===== src/rtl/if_resp_buffer_pkg.sv =====
// Shared widths for the IF fetch-response buffer and the IF-to-ID {pc, inst} bus.
package if_resp_buffer_pkg;

    localparam int IF_BUF_DEPTH = 2;
    localparam int PC_BUS_WD    = 32;
    localparam int INST_BUS_WD  = 32;

    function automatic int pair_bus_wd(input int pc_w, input int inst_w);
        return pc_w + inst_w;
    endfunction

    function automatic int cnt_width(input int depth);
        return $clog2(depth + 1);
    endfunction

    localparam int IF_TO_ID_BUS_WD = pair_bus_wd(PC_BUS_WD, INST_BUS_WD);

endpackage


===== src/rtl/if_cancel_cnt.sv =====
// Counts responses still owed to requests cancelled by a flush and flags each one for dropping.
module if_cancel_cnt
    import if_resp_buffer_pkg::*;
#(
    parameter int DEPTH = IF_BUF_DEPTH,
    parameter int CNT_W = cnt_width(IF_BUF_DEPTH)
) (
    input  logic             clk,
    input  logic             rst_n,
    input  logic             flush_i,
    input  logic             req_fire_i,
    input  logic             resp_valid_i,
    input  logic [CNT_W-1:0] undone_i,
    output logic             resp_drop_o,
    output logic [CNT_W-1:0] cancel_cnt_o
);

    localparam int SUM_W = CNT_W + 2;

    logic [CNT_W-1:0] cancel_cnt_q;
    logic [CNT_W-1:0] cancel_cnt_d;
    logic [SUM_W-1:0] flush_sum;
    logic [SUM_W-1:0] flush_net;

    // On flush every undone entry plus a same-cycle request becomes owed; a same-cycle response pays one back.
    always_comb begin
        flush_sum = {2'b00, cancel_cnt_q} + {2'b00, undone_i} + SUM_W'(req_fire_i);
        flush_net = flush_sum;
        if (resp_valid_i && (flush_sum != '0)) begin
            flush_net = flush_sum - SUM_W'(1);
        end

        cancel_cnt_d = cancel_cnt_q;
        if (flush_i) begin
            cancel_cnt_d = (flush_net > SUM_W'(DEPTH)) ? CNT_W'(DEPTH) : flush_net[CNT_W-1:0];
        end else if (resp_valid_i && (cancel_cnt_q != '0)) begin
            cancel_cnt_d = cancel_cnt_q - CNT_W'(1);
        end
    end

    always_ff @(posedge clk) begin
        if (!rst_n) begin
            cancel_cnt_q <= '0;
        end else begin
            cancel_cnt_q <= cancel_cnt_d;
        end
    end

    assign resp_drop_o  = resp_valid_i && (flush_i || (cancel_cnt_q != '0));
    assign cancel_cnt_o = cancel_cnt_q;

endmodule


===== src/rtl/if_resp_buffer.sv =====
// In-order {pc, inst} pairing buffer between fetch issue and ID.
// Define IF_RESP_BYPASS_EN to forward a response to ID in the same cycle it returns.
module if_resp_buffer
    import if_resp_buffer_pkg::*;
#(
    parameter int DEPTH  = IF_BUF_DEPTH,
    parameter int PC_W   = PC_BUS_WD,
    parameter int INST_W = INST_BUS_WD
) (
    input  logic              clk,
    input  logic              rst_n,
    input  logic              excep_flush_i,
    input  logic              req_fire_i,
    input  logic [PC_W-1:0]   req_pc_i,
    input  logic              resp_valid_i,
    input  logic [INST_W-1:0] resp_inst_i,
    output logic              can_issue_o,
    output logic              out_valid_o,
    output logic [PC_W-1:0]   out_pc_o,
    output logic [INST_W-1:0] out_inst_o,
    input  logic              out_ready_i
);

    localparam int PTR_W  = $clog2(DEPTH);
    localparam int CNT_W  = cnt_width(DEPTH);
    localparam int PAIR_W = pair_bus_wd(PC_W, INST_W);

    logic [PC_W-1:0]   pc_q     [DEPTH];
    logic [PC_W-1:0]   pc_d     [DEPTH];
    logic [INST_W-1:0] inst_q   [DEPTH];
    logic [INST_W-1:0] inst_d   [DEPTH];
    logic [DEPTH-1:0]  done_q;
    logic [DEPTH-1:0]  done_d;
    logic [PTR_W-1:0]  head_q;
    logic [PTR_W-1:0]  head_d;
    logic [PTR_W-1:0]  tail_q;
    logic [PTR_W-1:0]  tail_d;
    logic [PTR_W-1:0]  resp_ptr_q;
    logic [PTR_W-1:0]  resp_ptr_d;
    logic [CNT_W-1:0]  count_q;
    logic [CNT_W-1:0]  count_d;

    logic [CNT_W-1:0]  cancel_cnt;
    logic              resp_drop;
    logic [CNT_W-1:0]  done_cnt;
    logic [CNT_W-1:0]  undone;
    logic              fire;
    logic              resp_take;
    logic              head_done;
    logic              bypass_hit;
    logic              pop;
    logic              bypass_pop;
    logic [INST_W-1:0] head_inst;
    logic [PAIR_W-1:0] head_pair;

    if_cancel_cnt #(
        .DEPTH (DEPTH),
        .CNT_W (CNT_W)
    ) u_cancel_cnt (
        .clk          (clk),
        .rst_n        (rst_n),
        .flush_i      (excep_flush_i),
        .req_fire_i   (fire),
        .resp_valid_i (resp_valid_i),
        .undone_i     (undone),
        .resp_drop_o  (resp_drop),
        .cancel_cnt_o (cancel_cnt)
    );

    // Done bits are cleared on pop, so only live entries contribute to done_cnt.
    always_comb begin
        done_cnt = '0;
        for (int i = 0; i < DEPTH; i++) begin
            done_cnt = done_cnt + CNT_W'(done_q[i]);
        end
    end

    assign undone      = count_q - done_cnt;
    assign can_issue_o = ({1'b0, count_q} + {1'b0, cancel_cnt}) < (CNT_W + 1)'(DEPTH);
    assign fire        = req_fire_i && can_issue_o;
    assign resp_take   = resp_valid_i && !resp_drop && (undone != '0);
    assign head_done   = done_q[head_q] && (count_q != '0);

`ifdef IF_RESP_BYPASS_EN
    assign bypass_hit = !done_q[head_q] && (count_q != '0) && (resp_ptr_q == head_q)
                        && resp_valid_i && (cancel_cnt == '0);
`else
    assign bypass_hit = 1'b0;
`endif

    assign out_valid_o = (head_done || bypass_hit) && !excep_flush_i;
    assign pop         = out_valid_o && out_ready_i;
    assign bypass_pop  = bypass_hit && pop;
    assign head_inst   = bypass_hit ? resp_inst_i : inst_q[head_q];
    assign head_pair   = out_valid_o ? {pc_q[head_q], head_inst} : '0;
    assign out_pc_o    = head_pair[PAIR_W-1 -: PC_W];
    assign out_inst_o  = head_pair[INST_W-1:0];

    // A bypassed pop consumes the response directly, so its slot is never marked done.
    always_comb begin
        pc_d       = pc_q;
        inst_d     = inst_q;
        done_d     = done_q;
        head_d     = head_q;
        tail_d     = tail_q;
        resp_ptr_d = resp_ptr_q;
        count_d    = count_q;
        if (excep_flush_i) begin
            done_d     = '0;
            head_d     = '0;
            tail_d     = '0;
            resp_ptr_d = '0;
            count_d    = '0;
        end else begin
            if (fire) begin
                pc_d[tail_q]   = req_pc_i;
                done_d[tail_q] = 1'b0;
                tail_d         = tail_q + PTR_W'(1);
            end
            if (resp_take) begin
                if (!bypass_pop) begin
                    inst_d[resp_ptr_q] = resp_inst_i;
                    done_d[resp_ptr_q] = 1'b1;
                end
                resp_ptr_d = resp_ptr_q + PTR_W'(1);
            end
            if (pop) begin
                done_d[head_q] = 1'b0;
                head_d         = head_q + PTR_W'(1);
            end
            count_d = count_q + CNT_W'(fire) - CNT_W'(pop);
        end
    end

    always_ff @(posedge clk) begin
        if (!rst_n) begin
            done_q     <= '0;
            head_q     <= '0;
            tail_q     <= '0;
            resp_ptr_q <= '0;
            count_q    <= '0;
        end else begin
            done_q     <= done_d;
            head_q     <= head_d;
            tail_q     <= tail_d;
            resp_ptr_q <= resp_ptr_d;
            count_q    <= count_d;
        end
    end

    // Payload storage needs no reset; it is only visible while its done bit or the bypass qualifies it.
    always_ff @(posedge clk) begin
        pc_q   <= pc_d;
        inst_q <= inst_d;
    end

endmodule


===== config.mk =====
export PLATFORM = sky130hd
export DESIGN_NAME = if_resp_buffer
export DESIGN_NICKNAME = d
export VERILOG_FILES = /design/src/rtl/if_resp_buffer_pkg.sv /design/src/rtl/if_cancel_cnt.sv /design/src/rtl/if_resp_buffer.sv
export SDC_FILE = /design/constraint.sdc
export NUM_CORES = 1
export LEC_CHECK = 0
export CELL_PAD_IN_SITES_DETAIL_PLACEMENT = 1
export CELL_PAD_IN_SITES_GLOBAL_PLACEMENT = 1
export CORE_MARGIN = 2
export CORE_UTILIZATION = 51
export DETAILED_ROUTE_END_ITERATION = 12
export DONT_BUFFER_PORTS = 1
export PLACE_DENSITY_LB_ADDON = 0.1
export SYNTH_ARGS = -nofsm -noshare
export SYNTH_HDL_FRONTEND = slang
export SYNTH_SLANG_ARGS = --single-unit

===== constraint.sdc =====
create_clock -name clk -period 5.2 [get_ports clk]
set_clock_uncertainty 0.1 [all_clocks]
set_input_delay 1.04 -clock clk [delete_from_list [all_inputs] [get_ports clk]]
set_output_delay 1.04 -clock clk [all_outputs]
set_load 0.02 [all_outputs]

; Yosys cells after proc, flatten, opt, wreduce, memory -nomap -nowiden
; Index checks and enable logic that the tools add are counted.
[totals]
word_cells = 100
reg_bits = 137
[op_classes]
muxes = 30
n_reduce_logical = 25
addsub = 12
bitwise = 10
magnitude_cmp = 13
[op_table]
columns = cell, n
row1 = $mux 32, 8
row2 = $bwmux 64, 2
row3 = $demux 32 s1, 2
row4 = $mux 64, 1
row5 = $mux 2, 8
row6 = $logic_and 1x1->1, 14
row7 = $reduce_bool 2->1, 4
row8 = $add 2x2->3, 2
row9 = $ge 2x2->1 const B, 3
row10 = $lt 1x2->1 const B, 3
row11 = $not 1->2, 3
row12 = $mux 1, 5
row13 = $add 4x1->4, 1
row14 = $and 2x2->2, 2
row15 = $gt 4x2->1 const B, 1
row16 = $lt 2x1->1 const B, 2
row17 = $mux 4, 1
row18 = $not 2->2, 2
row19 = $reduce_and 2->1, 2
row20 = $reduce_bool 4->1, 1
row21 = $sub 4x1->4 const B, 1
row22 = $add 1x1->1 const B, 3
row23 = $demux 1 s1, 3
row24 = $ge 1x1->1 const B, 3
row25 = other kinds (11), 13

; Longest topological paths before layout
; Gate-level depths: netlist of run 1.
[depth]
word_depth = 13
mapped_depth = 15
depth_no_buf = 15

; Hierarchy
; Synthesis of run 1 repeated with hierarchy kept, for this count alone.
[unflattened]
hier_cells = 354
area_unflattened_um2 = 5565.3
[by_module_without_submodules]
columns = module, area_per_inst_um2, seq_area_each_um2, cells_each, instances
row1 = if_resp_buffer, 5310.1, 3983.8, 326, 1
row2 = if_cancel_cnt, 255.2, 40.0, 28, 1

; Least setup slack after synthesis of run 1
; No wires, ideal clock.
[synth_path]
kind = register to register
startpoint = register u_cancel_cnt.cancel_cnt_q[0] (netlist: u_cancel_cnt.cancel_cnt_o[0])
endpoint = register pc_q[0] in the netlist's numbering, enable pin
setup_time_ps = 468
path_slack_ps = 660
stages_incl_launch_ff = 7
period_less_slack_ps = 4540
arrival_ps = 3972
path_cell_list = dfxtp_1 and2_1 fa_1 nor2_1 and2_1 inv_1 nor3b_1
[synth_via]
elab_chain_cells = 4
[synth_lines]
columns = element, line_no
row1 = from (decl), if_cancel_cnt.sv:20  ; logic [CNT_W-1:0] cancel_cnt_q;
row2 = from (signal assigned), if_cancel_cnt.sv:45  ; cancel_cnt_q <= cancel_cnt_d;
row3 = $add 2x2->3, if_resp_buffer.sv:79  ; assign can_issue_o = ({1'b0, count_q} + {1'b0, cancel_cnt}) < (CNT_W + 1)'(DEPTH);
row4 = $lt 3x2->1, if_resp_buffer.sv:79
row5 = named net can_issue_o, if_resp_buffer.sv:17  ; output logic can_issue_o,
row6 = $logic_and 1x1->1, if_resp_buffer.sv:80  ; assign fire = req_fire_i && can_issue_o;
row7 = $reduce_and 2->1 (no source line), --
row8 = to (signal assigned), if_resp_buffer.sv:153  ; pc_q <= pc_d;
row9 = to (decl), if_resp_buffer.sv:28  ; logic [PC_W-1:0] pc_q [DEPTH];
; The timed path passes the listed nets, and every way through them passes these cells.
; A chain may end at the register's enable or synchronous reset.

; Worst setup path after layout of run 1
[layout_path]
startpoint = register done_q[0]
endpoint = register u_cancel_cnt.cancel_cnt_q[1] (netlist: u_cancel_cnt.cancel_cnt_o[1])
[layout_via]
elab_chain_cells = 10
elab_cells_between_ends = 11
cone_classes = add/sub: 5 / order compare: 1 / mux: 3 / reduce/logical: 2
[layout_lines]
columns = element, line_no
row1 = from (decl), if_resp_buffer.sv:32  ; logic [DEPTH-1:0] done_q;
row2 = from (signal assigned), if_resp_buffer.sv:143  ; done_q <= done_d;
row3 = $add 1x1->2 (*), if_resp_buffer.sv:74  ; done_cnt = done_cnt + CNT_W'(done_q[i]);
row4 = $sub 2x2->2 (*), if_resp_buffer.sv:78  ; assign undone = count_q - done_cnt;
row5 = $add 2x2->3 (*), if_cancel_cnt.sv:27  ; flush_sum = {2'b00, cancel_cnt_q} + {2'b00, undone_i} + SUM_W'(req_fire_i);
row6 = $add 4x1->4 (*), if_cancel_cnt.sv:27
row7 = "parallel branches: the longest is 2 deep, another holds $sub 4x1->4", --
row8 = $mux 4 (*), if_cancel_cnt.sv:29  ; if (resp_valid_i && (flush_sum != '0)) begin
row9 = $gt 4x2->1, if_cancel_cnt.sv:35  ; cancel_cnt_d = (flush_net > SUM_W'(DEPTH)) ? CNT_W'(DEPTH) : flush_net[CNT_W-1:0];
row10 = $mux 2 (*), if_cancel_cnt.sv:35
row11 = $mux 2 (*), if_cancel_cnt.sv:34  ; if (flush_i) begin
; Mark *: on every way between the ends.

==> results of run 1 <==
## per-stage QoR
step                      std cells  hold slack, ns  setup slack [ns]  utilization [%]  power [mW]
after floorplan                 367          0.3618            0.6599                -       1.537
after global placement          496          0.4099             1.089            53.61       1.585
after detailed placement        496          0.4381            0.9022            53.61       1.603
after CTS                       528          0.4453            0.8946            58.90       2.763
after global routing            528          0.4709            0.7418            58.90       2.847
final                           528          0.4423            0.9243            58.90       2.733
## worst max-delay path, stage by stage, from the launching register on
cell and delay (ns):
dfxtp_1 0.36, inv_1 0.08, fa_1 0.57, inv_1 0.05
ha_1 0.19, o21a_1 0.20, or2_2 0.31, fa_1 0.47
ha_1 0.37, inv_1 0.08, ha_1 0.21, or3b_4 0.41
o311ai_4 0.12, mux2_4 0.33, o2111ai_1 0.13, o221a_1 0.22
## routing by layer
layer	vias up	share of wire, %
met5	-	0
met4	0	1.0
met3	8	8.1
met2	100	53
met1	1460	38
li1	1353	-
## final timing paths
check | startpoint | end | slack [ns] | depth (start not counted)
max | done_q[0]$_SDFF_PP0_ | u_cancel_cnt.cancel_cnt_o[1]$_SDFFE_PN0P_ | 0.92 | 15
min | tail_q$_SDFFE_PP0N_ | tail_q$_SDFFE_PP0N_ | 0.44 | 2
max reg2reg | done_q[0]$_SDFF_PP0_ | u_cancel_cnt.cancel_cnt_o[1]$_SDFFE_PN0P_ | 0.92 | 15
min reg2reg | tail_q$_SDFFE_PP0N_ | tail_q$_SDFFE_PP0N_ | 0.44 | 2
## area by class of cell
class                      count  area (µm²)  area share, %
multi-input combinational    201        1496          23.54
inverter                      13       48.80         0.7676
timing repair buffer           5       37.54         0.5904
clock buffer                  18       417.9          6.574
sequential                   137        4028          63.35
clock inverter                14       153.9          2.421
tap                          140       175.2          2.755
## synth_stat cells
cell type	n
nor3b_1	1
xnor2_1	5
o21ai_0	1
buf_2	1
nand4bb_1	1
nor2b_1	2
buf_4	1
or3b_4	1
nor4b_1	1
or4b_1	1
and2_0	1
and3b_1	1
o31a_1	1
fa_1	3
ha_1	9
a311oi_1	1
or3_1	1
mux2_4	1
nand3b_1	1
nand2_1	5
o21a_1	1
clkbuf_1	10
buf_1	4
o311ai_4	1
or2_2	1
o2111ai_1	1
o311ai_0	1
a31oi_1	1
a21oi_1	5
o221a_1	1
nand2b_1	2
inv_1	13
edfxtp_1	128
nor3_1	3
o22ai_1	1
mux2i_1	65
and2_1	3
xor2_1	3
nor2_1	74
dfxtp_1	9
a211oi_1	1
## cells by family after synthesis
kind of cell	Yosys count
DFF	137
and+or+nand+nor	99
muxes	66
buffers and inverters	29
AOI/OAI and AO/OA	16
adders and majority gates	12
xor gates and xnor gates	8
## flip-flops by register name, indices dropped and copies added, names as in the netlist
| signal | flops |
|---|---|
| count_q | 2 |
| done_q | 2 |
| head_q | 1 |
| inst_q | 64 |
| pc_q | 64 |
| resp_ptr_q | 1 |
| tail_q | 1 |
| u_cancel_cnt.cancel_cnt_o | 2 |
## report_power, final
group	leakage, nW	switching (mW)	internal, mW
clock	0.281	0.432	0.724
combinational	0.527	0.162	0.122
sequential	1.23	0.0242	1.27
==> metrics.txt, run 1 <==
htree depth 4; Slew Limit Fails 0; Crit. End Element flop; Adder-Cell Fraction of Synth Area 3.075%; initial antenna violation count 0; WL final 10.92 mm; fin crit period 4.276 ns; layout cell share with drive strength beyond 1 10.31%; Syn Std Cell Area 5615 µm²; Least-Margin Pin Slew 1.143 ns; crit path kind reg2reg; startpoint class of the critical path flop; Area Growth Syn to Fin 13.21%; DR pass1 iterations 4; CTS tree done; Fmax 233.9 MHz; largest family of logic cells by synthesized area multiplexers; leak pwr 2.042 nW; vias in the first global route 3171; met1 Use GR 21.07%; Hold Path Class reg2reg; Final Cycle Share 82.23%; maximum VDD drop 0.0002170 V; die area 11870 µm²; post-CTS resize count 0; setup violators final 0; total gr overflow 0; Seq/Total Area, Yosys 71.66%; most frequent cells in the layout 128 x edfxtp_1, 74 x nor2_1, 65 x mux2i_1, 16 x clkbuf_16, 13 x inv_1; status complete, no violations; max-cap violations 0; mux share of post-synthesis cell area 11.85%; largest net degree at the start of global routing 68; yosys warns 0; Post-Synthesis Cells 367; die extent in y 108.9 µm; FP Rows 38; NumNets Final 457; M3 GR Usage 8.667%; core area 10790 µm²; Root Buffer clkbuf_8; Cell Pwr Density 430.0 nW/µm²; leading post-synthesis cells by cell area edfxtp_1 68%, mux2i_1 12%, nor2_1 4.9%; gpl congestion 0.7763; DRC viols 0; antenna viol nets, final 0; post-synth top area share 68.45%; final hold violations 0; Arrival @ worst endpoint 4.63 ns; Yosys cell types 41; Max-slew headroom 23.80%; all-layer global routing usage 18.96%; DP Wirelength 7.118 mm; Ports 136; Via Count 2921; global-route wire length before repair 16.45 mm; commonest non-fill, non-tap cell in the layout edfxtp_1; mean routed wirelength per cell 20.67 µm; clock sink count 137; DR vias/cell 5.532; port bufs 0; synthesized net count 449; CTS max path bufs 2; area leader, netlist edfxtp_1; Post-Synth Simple-Gate Area 7.821%; Ant. Diodes 0; required time of the worst setup path 5.55 ns; Worst-Skew Late Latency 0.51 ns; Post-CTS Setup Repair Bufs 0; area post-placement 5786 µm²; Die Wd 108.9 µm; Num CTS Buffers 17; Final Instance Area 6357 µm²; crit path max fanout 6; post-synthesis share of cell area spent on xor and xnor gates 1.248%; initial core utilization 52.03%; global route hottest layer met2; GRT met2 Usage 32.30%; hold_buf cts 0; complex-gate fraction of the synthesized area 2.317%; drt first-iter violations 132; RSZ-0062 raised after global routing no; Mapped Avg Cell Area 15.30 µm²; Filler cells 986; Worst-path clk slew 0.06 ns; flop and latch count out of synthesis 137; setup_tns 0 ns
Power figures use the tool's default switching activity.
==> run 2: changes to the inputs <==
Settings changed: ABC_AREA set to 1, CORE_UTILIZATION 51 to 44.
Clock period 5.2 ns to 3.9 ns, I/O delays scaled along.
==> run 2 against run 1 <==
  * Synthesized cell count rose by 29%
  * Count of clock-buffer cells in the layout rose by 1
  * First-iteration DRC count rose by 25%
==> metrics.txt, run 2 <==
startpoint class of the critical path flop; initial antenna violation count 0 (unchanged); htree depth 4 (unchanged); Seq/Total Area, Yosys 71.85% (+0.19 points); Max-slew headroom 58.37% (+35 points); global-route wire length before repair 18.90 mm (+15%); Worst-Skew Late Latency 0.41 ns (-0.10 ns); Hold Path Class in2reg; Syn Std Cell Area 5600 µm² (-0.27%); DP Wirelength 8.174 mm (+15%); commonest non-fill, non-tap cell in the layout nand2_1; die area 13650 µm² (+15%); fin crit period 3.622 ns (-0.6533 ns); synth cell count leaders 161 x nand2_1, 128 x edfxtp_1, 72 x a21oi_1; post-synth top area share 68.63% (+0.18 points); worst setup margin 0.2776 ns (-0.6467 ns); Area Growth Syn to Fin 13.92%; FP Rows 41 (+7.9%); Ports 136 (unchanged); leak pwr 2.312 nW (+13%); WL final 12.49 mm (+14%); Final Cycle Share 92.88% (+11 points); synthesized net count 557 (+24%); Post-CTS Setup Repair Bufs 0 (unchanged); RSZ-0062 raised after global routing no; Via Count 3439 (+18%); Root Buffer clkbuf_16; clock sink count 137 (unchanged); dominant synthesized flop cell edfxtp_1; Least-Margin Pin Slew 0.6244 ns (-0.5186 ns); max-cap violations 0 (unchanged); Worst-path clk slew 0.06 ns (about the same); die extent in y 116.8 µm (+7.2%); gpl congestion 0.7493 (-3.5%); all-layer global routing usage 18.92% (-0.038 points); flop and latch count out of synthesis 137 (unchanged); total gr overflow 0 (unchanged); core area 12520 µm² (+16%); most frequent cells in the layout 160 x nand2_1, 128 x edfxtp_1, 72 x a21oi_1, 29 x inv_1, 17 x clkbuf_16; Cell Pwr Density 536.1 nW/µm² (+25%); Num CTS Buffers 17 (unchanged); mean routed wirelength per cell 18.68 µm (-9.7%); area leader, netlist edfxtp_1; leading post-synthesis cells by cell area edfxtp_1 69%, nand2_1 11%, a21oi_1 6.4%; NumNets Final 566 (+24%); CTS max path bufs 2 (unchanged); Yosys cell types 24 (-41%); required time of the worst setup path 4.15 ns (-1.40 ns); Post-Synthesis Cells 475 (+29%); DRC viols 0 (unchanged); Arrival @ worst endpoint 3.87 ns (-0.76 ns); biggest regs inst_q (64), pc_q (64); largest net degree at the start of global routing 56 (-18%); Mapped Avg Cell Area 11.79 µm² (-23%); drt first-iter violations 165 (+25%); port bufs 0 (unchanged); maximum VDD drop 0.0002959 V (+36%); Fmax 276.1 MHz (+18%); antenna viol nets, final 0 (unchanged); Synth async-reset ratio 0% (unchanged); status complete, no violations; Filler cells 1323 (+34%); setup violators final 0 (unchanged); most frequent cell after synthesis nand2_1; Die Wd 116.8 µm (+7.2%); Slew Limit Fails 0 (unchanged); vias in the first global route 3598 (+13%); Ant. Diodes 0 (unchanged); crit path max fanout 4 (-2); layout cell share with drive strength beyond 1 10.87% (+0.56 points); yosys warns 0 (unchanged); Crit. End Element flop; CTS tree done; crit path kind reg2reg; pre-CTS WS 0.2545 ns (-0.6477 ns); setup_tns 0 ns (unchanged); final hold violations 0 (unchanged); DR vias/cell 5.141 (-7.1%); DR pass1 iterations 4 (unchanged); initial core utilization 44.74% (-7.3 points); Post-synth EDFFs 128 (unchanged)
## run 2: cell types whose count changed in the layout (fill, tap and decap cells not counted), moves of 6 or more
cell     delta
a21oi_1    +67
inv_1      +16
mux2i_1    -65
nand2_1   +155
nor2_1     -61
o21ai_0     +6
## run 2: power breakdown
part / internal, mW / switching [mW]
logic: 0.0990 / 0.183
registers: 1.67 / 0.0204
clock network: 0.867 / 0.583
## run 2: timing repair
| action | 4_1_cts | 5_1_grt |
|---|---|---|
| endpoints found under the hold margin | 0 | 0 |
| setup endpoints to repair | 0 | 1 |
| resized for setup | 0 | 1 |
| hold buffers | 0 | 0 |
## run 2: logic make-up (layout without fill, tap and decap cells)
kind of cell	count (synthesis)	after routing	share of synthesized area [%]
compound gates	81	81	7.440
flops	137	137	71.85
xor+xnor	2	2	0.3128
simple gates	191	191	13.63
buf+inv	52	74	3.686
fa+ha+maj	12	12	3.083
## run 2: routing by layer
layer | vias to the layer above | global-route usage (%) | wire [µm] | part of all wire, %
li1 | 1638 | - | - | -
met1 | 1694 | 20.97 | 4816 | 39
met2 | 91 | 31.95 | 6461 | 52
met3 | 16 | 8.342 | 1003 | 8.0
met4 | 0 | 7.843 | 212 | 1.7
met5 | - | 0 | 0 | 0
## run 2: area by class of cell
class / count / area (µm²) / area share [%]
Sequential cell: 137 / 4025 / 63.09
Multi-Input combinational cell: 286 / 1390 / 21.79
Clock buffer: 19 / 432.9 / 6.786
Tap cell: 172 / 215.2 / 3.373
Inverter: 31 / 116.4 / 1.824
Clock inverter: 13 / 105.1 / 1.647
Timing Repair Buffer: 11 / 95.09 / 1.490
## run 2: worst max-delay path, stage by stage, from the launching register on
cell and delay, ns:
dfxtp_1 0.33, inv_1 0.07, fa_1 0.49, ha_1 0.29, inv_1 0.05, or2_1 0.23
nand2_1 0.07, ha_1 0.15, fa_1 0.45, ha_1 0.33, inv_1 0.10, ha_2 0.22
inv_1 0.04, o21ai_0 0.14, nand2_1 0.07, inv_1 0.09, nand2_1 0.06, nor2_1 0.10
nand2_1 0.07, a21oi_2 0.11
## run 2: path summary, 6_finish.rpt
path                        start                                   endpoint  slack (ns)  depth (start not counted)
min               resp_inst_i[14]                       inst_q[14]$_DFFE_PP_        0.36                          0
max reg2reg  done_q[0]$_SDFF_PP0_  u_cancel_cnt.cancel_cnt_o[0]$_SDFFE_PN0P_        0.28                         19
min reg2reg   tail_q$_SDFFE_PP0N_                        tail_q$_SDFFE_PP0N_        0.37                          2
max          done_q[0]$_SDFF_PP0_  u_cancel_cnt.cancel_cnt_o[0]$_SDFFE_PN0P_        0.28                         19
## run 2: stage by stage
stage,hold slack [ns],cell area (µm²),std cells,utilization [%],power (mW)
floorplan,0.3415,5600,475,-,1.923
global placement,0.3530,5839,637,46.65,1.977
detailed placement,0.3636,5839,637,46.65,1.997
CTS,0.3393,6377,669,50.95,3.448
global route,0.3377,6380,669,50.97,3.550
finish,0.3572,6380,669,50.97,3.420
==> run 3: changes to the inputs <==
Settings changed: CORE_ASPECT_RATIO set to 2, PLACE_DENSITY set to 0.82, PLACE_DENSITY_LB_ADDON 0.1 to not set, SLEW_MARGIN set to 20.
==> run 3 against run 2 <==
  * Global-route usage shrank 0.48 points
  * Wire length grew 1.8%
  * Register-to-register slack worse by 0.13 ns
  * Sequential power is essentially flat
  * Utilization hardly changed
  * Critical path depth up 1
  * Total power increased by 3.4%
  * Via count about the same
  * Count of clock-buffer cells in the layout is 2 lower
  * Worst setup slack lost 0.13 ns
  * Combinational power rose by 8.5%
==> metrics.txt, run 3 (synthesized netlist as in run 2, its figures left out) <==
largest net degree at the start of global routing 59 (+5.4%); Comb pwr share 8.7% (+0.5 points); CTS tree done; NumNets Final 563 (-0.53%); required time of the worst setup path 4.14 ns (about the same); Cells after DPL 612 (-3.9%); antenna viol nets, final 0 (unchanged); R2R Path End u_cancel_cnt.cancel_cnt_o[0]$_SDFFE_PN0P_; commonest non-fill, non-tap cell in the layout nand2_1; Switching Share 23.21% (+0.21 points); global-route wire length before repair 19.15 mm (+1.3%); die area 13700 µm² (+0.40%); HP Start req_pc_i[11]; DR vias/cell 5.360 (+4.3%); all-layer global routing usage 18.44% (-0.48 points); max-cap violations 0 (unchanged); core area 12480 µm² (-0.28%); die extent in y 163.6 µm (+40%); Post-CTS Setup Repair Bufs 0 (unchanged); fin crit period 3.751 ns (+0.1281 ns); DP Wirelength 8.665 mm (+6.0%); status complete, no violations; pre-CTS WS 0.1112 ns (-0.1433 ns); Ports 136 (unchanged); CTS max path bufs 2 (unchanged); Worst-Skew Late Latency 0.40 ns (about the same); Hold Crit Endpoint pc_q[11]$_DFFE_PP_; setup_tns 0 ns (unchanged); Slew Limit Fails 0 (unchanged); Filler cells 1316 (-0.53%); maximum VDD drop 0.0004451 V (+50%); initial antenna violation count 0 (unchanged); biggest regs inst_q (64), pc_q (64); register area 4026 µm² (about the same); Least-Margin Pin Slew 1.045 ns (+0.4202 ns); Crit. End Element flop; Cell Pwr Density 555.8 nW/µm² (+3.7%); hold_buf cts 0 (unchanged); Arrival @ worst endpoint 3.99 ns (+0.12 ns); drt first-iter violations 162 (-1.8%); Num CTS Buffers 17 (unchanged); switching power 0.8206 mW (+4.3%); most frequent cells in the layout 160 x nand2_1, 128 x edfxtp_1, 72 x a21oi_1, 28 x inv_1, 17 x clkbuf_16; WL final 12.72 mm (+1.8%); Max-slew headroom 30.26% (-28 points); DRC viols 0 (unchanged); crit path kind reg2reg; Ant. Diodes 0 (unchanged); Hold Path Class in2reg; internal power 2.715 mW (+3.1%); startpoint class of the critical path flop; Area Growth Syn to Fin 13.58%; Hold Crit Depth 0 (unchanged); gpl congestion 0.7868 (+5.0%); initial core utilization 44.87% (+0.13 points); Non-Filler Instances 642 (-4.0%); worst setup margin 0.1495 ns (-0.1281 ns); FF-to-FF path depth 20 (+1); vias in the first global route 3718 (+3.3%); clock network power share 43.6% (+1.2 points); FP Rows 58 (+41%); footprint of the multi-input gates 1400 µm² (+0.72%); setup violators final 0 (unchanged); Worst-path clk slew 0.06 ns (about the same); r2r startpoint done_q[0]$_SDFF_PP0_; htree depth 4 (unchanged); setup slack on the worst flop-to-flop path 0.15 ns (-0.13 ns); clock sink count 137 (unchanged); Final Cycle Share 96.17% (+3.3 points); Die Wd 83.78 µm (-28%); post-CTS resize count 0 (unchanged); layout cell share with drive strength beyond 1 11.79% (+0.92 points); Fmax 266.6 MHz (-3.4%); DR pass1 iterations 4 (unchanged); total gr overflow 0 (unchanged); final hold violations 0 (unchanged); mean routed wirelength per cell 19.81 µm (+6.1%); Via Count 3441 (+0.058%); Root Buffer clkbuf_16; leak pwr 2.328 nW (+0.67%); crit path max fanout 4 (unchanged); Design Power 3.535 mW (+3.4%); hold_ws 0.3661 ns (+0.008919 ns); sequential power share 47.8% (-1.6 points); port bufs 0 (unchanged)
## run 3: through the flow
stage / instance area [µm²] / util (%)
6_report: 6361 / 50.96
4_1_cts: 6347 / 50.85
3_5_place_dp: 5777 / 46.28
2_1_floorplan: 5600 / -
3_3_place_gp: 5777 / 46.28
5_1_grt: 6361 / 50.96
## run 3: layout make-up
| cell class | instances | share of cell area [%] |
|---|---|---|
| Tap cell | 150 | 2.950 |
| Clock inverter | 13 | 2.282 |
| Timing Repair Buffer | 8 | 0.9441 |
| Inverter | 31 | 1.829 |
| Sequential cell | 137 | 63.30 |
| Clock buffer | 17 | 6.688 |
| Multi-Input combinational cell | 286 | 22.01 |
## run 3: power by group through the flow
stage / registers [mW] / clock network (mW) / logic [mW]
4_1_cts: 1.69 / 1.57 / 0.287
2_1_floorplan: 1.71 / 0 / 0.209
6_report: 1.69 / 1.54 / 0.306
3_3_place_gp: 1.72 / 0 / 0.250
5_1_grt: 1.69 / 1.62 / 0.344
3_5_place_dp: 1.72 / 0 / 0.279
## run 3: worst max-delay path by stage
| stage | cells past startpoint | slack [ns] | to | start |
|---|---|---|---|---|
| final | 20 | 0.15 | u_cancel_cnt.cancel_cnt_o[0]$_SDFFE_PN0P_ | done_q[0]$_SDFF_PP0_ |
| after global routing | 19 | -0.03 | u_cancel_cnt.cancel_cnt_o[0]$_SDFFE_PN0P_ | done_q[1]$_SDFF_PP0_ |
| after CTS | 19 | 0.03 | u_cancel_cnt.cancel_cnt_o[0]$_SDFFE_PN0P_ | done_q[0]$_SDFF_PP0_ |
| after detailed placement | 19 | 0.11 | u_cancel_cnt.cancel_cnt_o[0]$_SDFFE_PN0P_ | done_q[0]$_SDFF_PP0_ |
| after global placement | 20 | 0.45 | u_cancel_cnt.cancel_cnt_o[0]$_SDFFE_PN0P_ | done_q[0]$_SDFF_PP0_ |
| after floorplan | 8 | 0.45 | pc_q[32]$_DFFE_PP_ | count_q[0]$_SDFF_PP0_ |
## run 3: worst max-delay path: stages (launching register included)
cell and delay [ns]:
dfxtp_1 0.36, inv_1 0.09, fa_1 0.50, ha_1 0.31, inv_1 0.05, or2_1 0.24
nand2_1 0.08, ha_1 0.17, fa_1 0.45, ha_1 0.34, inv_2 0.07, ha_4 0.17
nand2_1 0.07, nor2_1 0.05, nor2_2 0.10, nand2_1 0.09, nand2_2 0.07, nand2_1 0.07
nor2_1 0.12, nand2_1 0.07, a21oi_2 0.11
## run 3: routing by layer
layer	routed length (µm)	global-route usage [%]	vias up
li1	-	-	1630
met1	4273	17.33	1664
met2	7322	35.78	116
met3	708	5.053	31
met4	417	8.871	0
met5	0	0	-
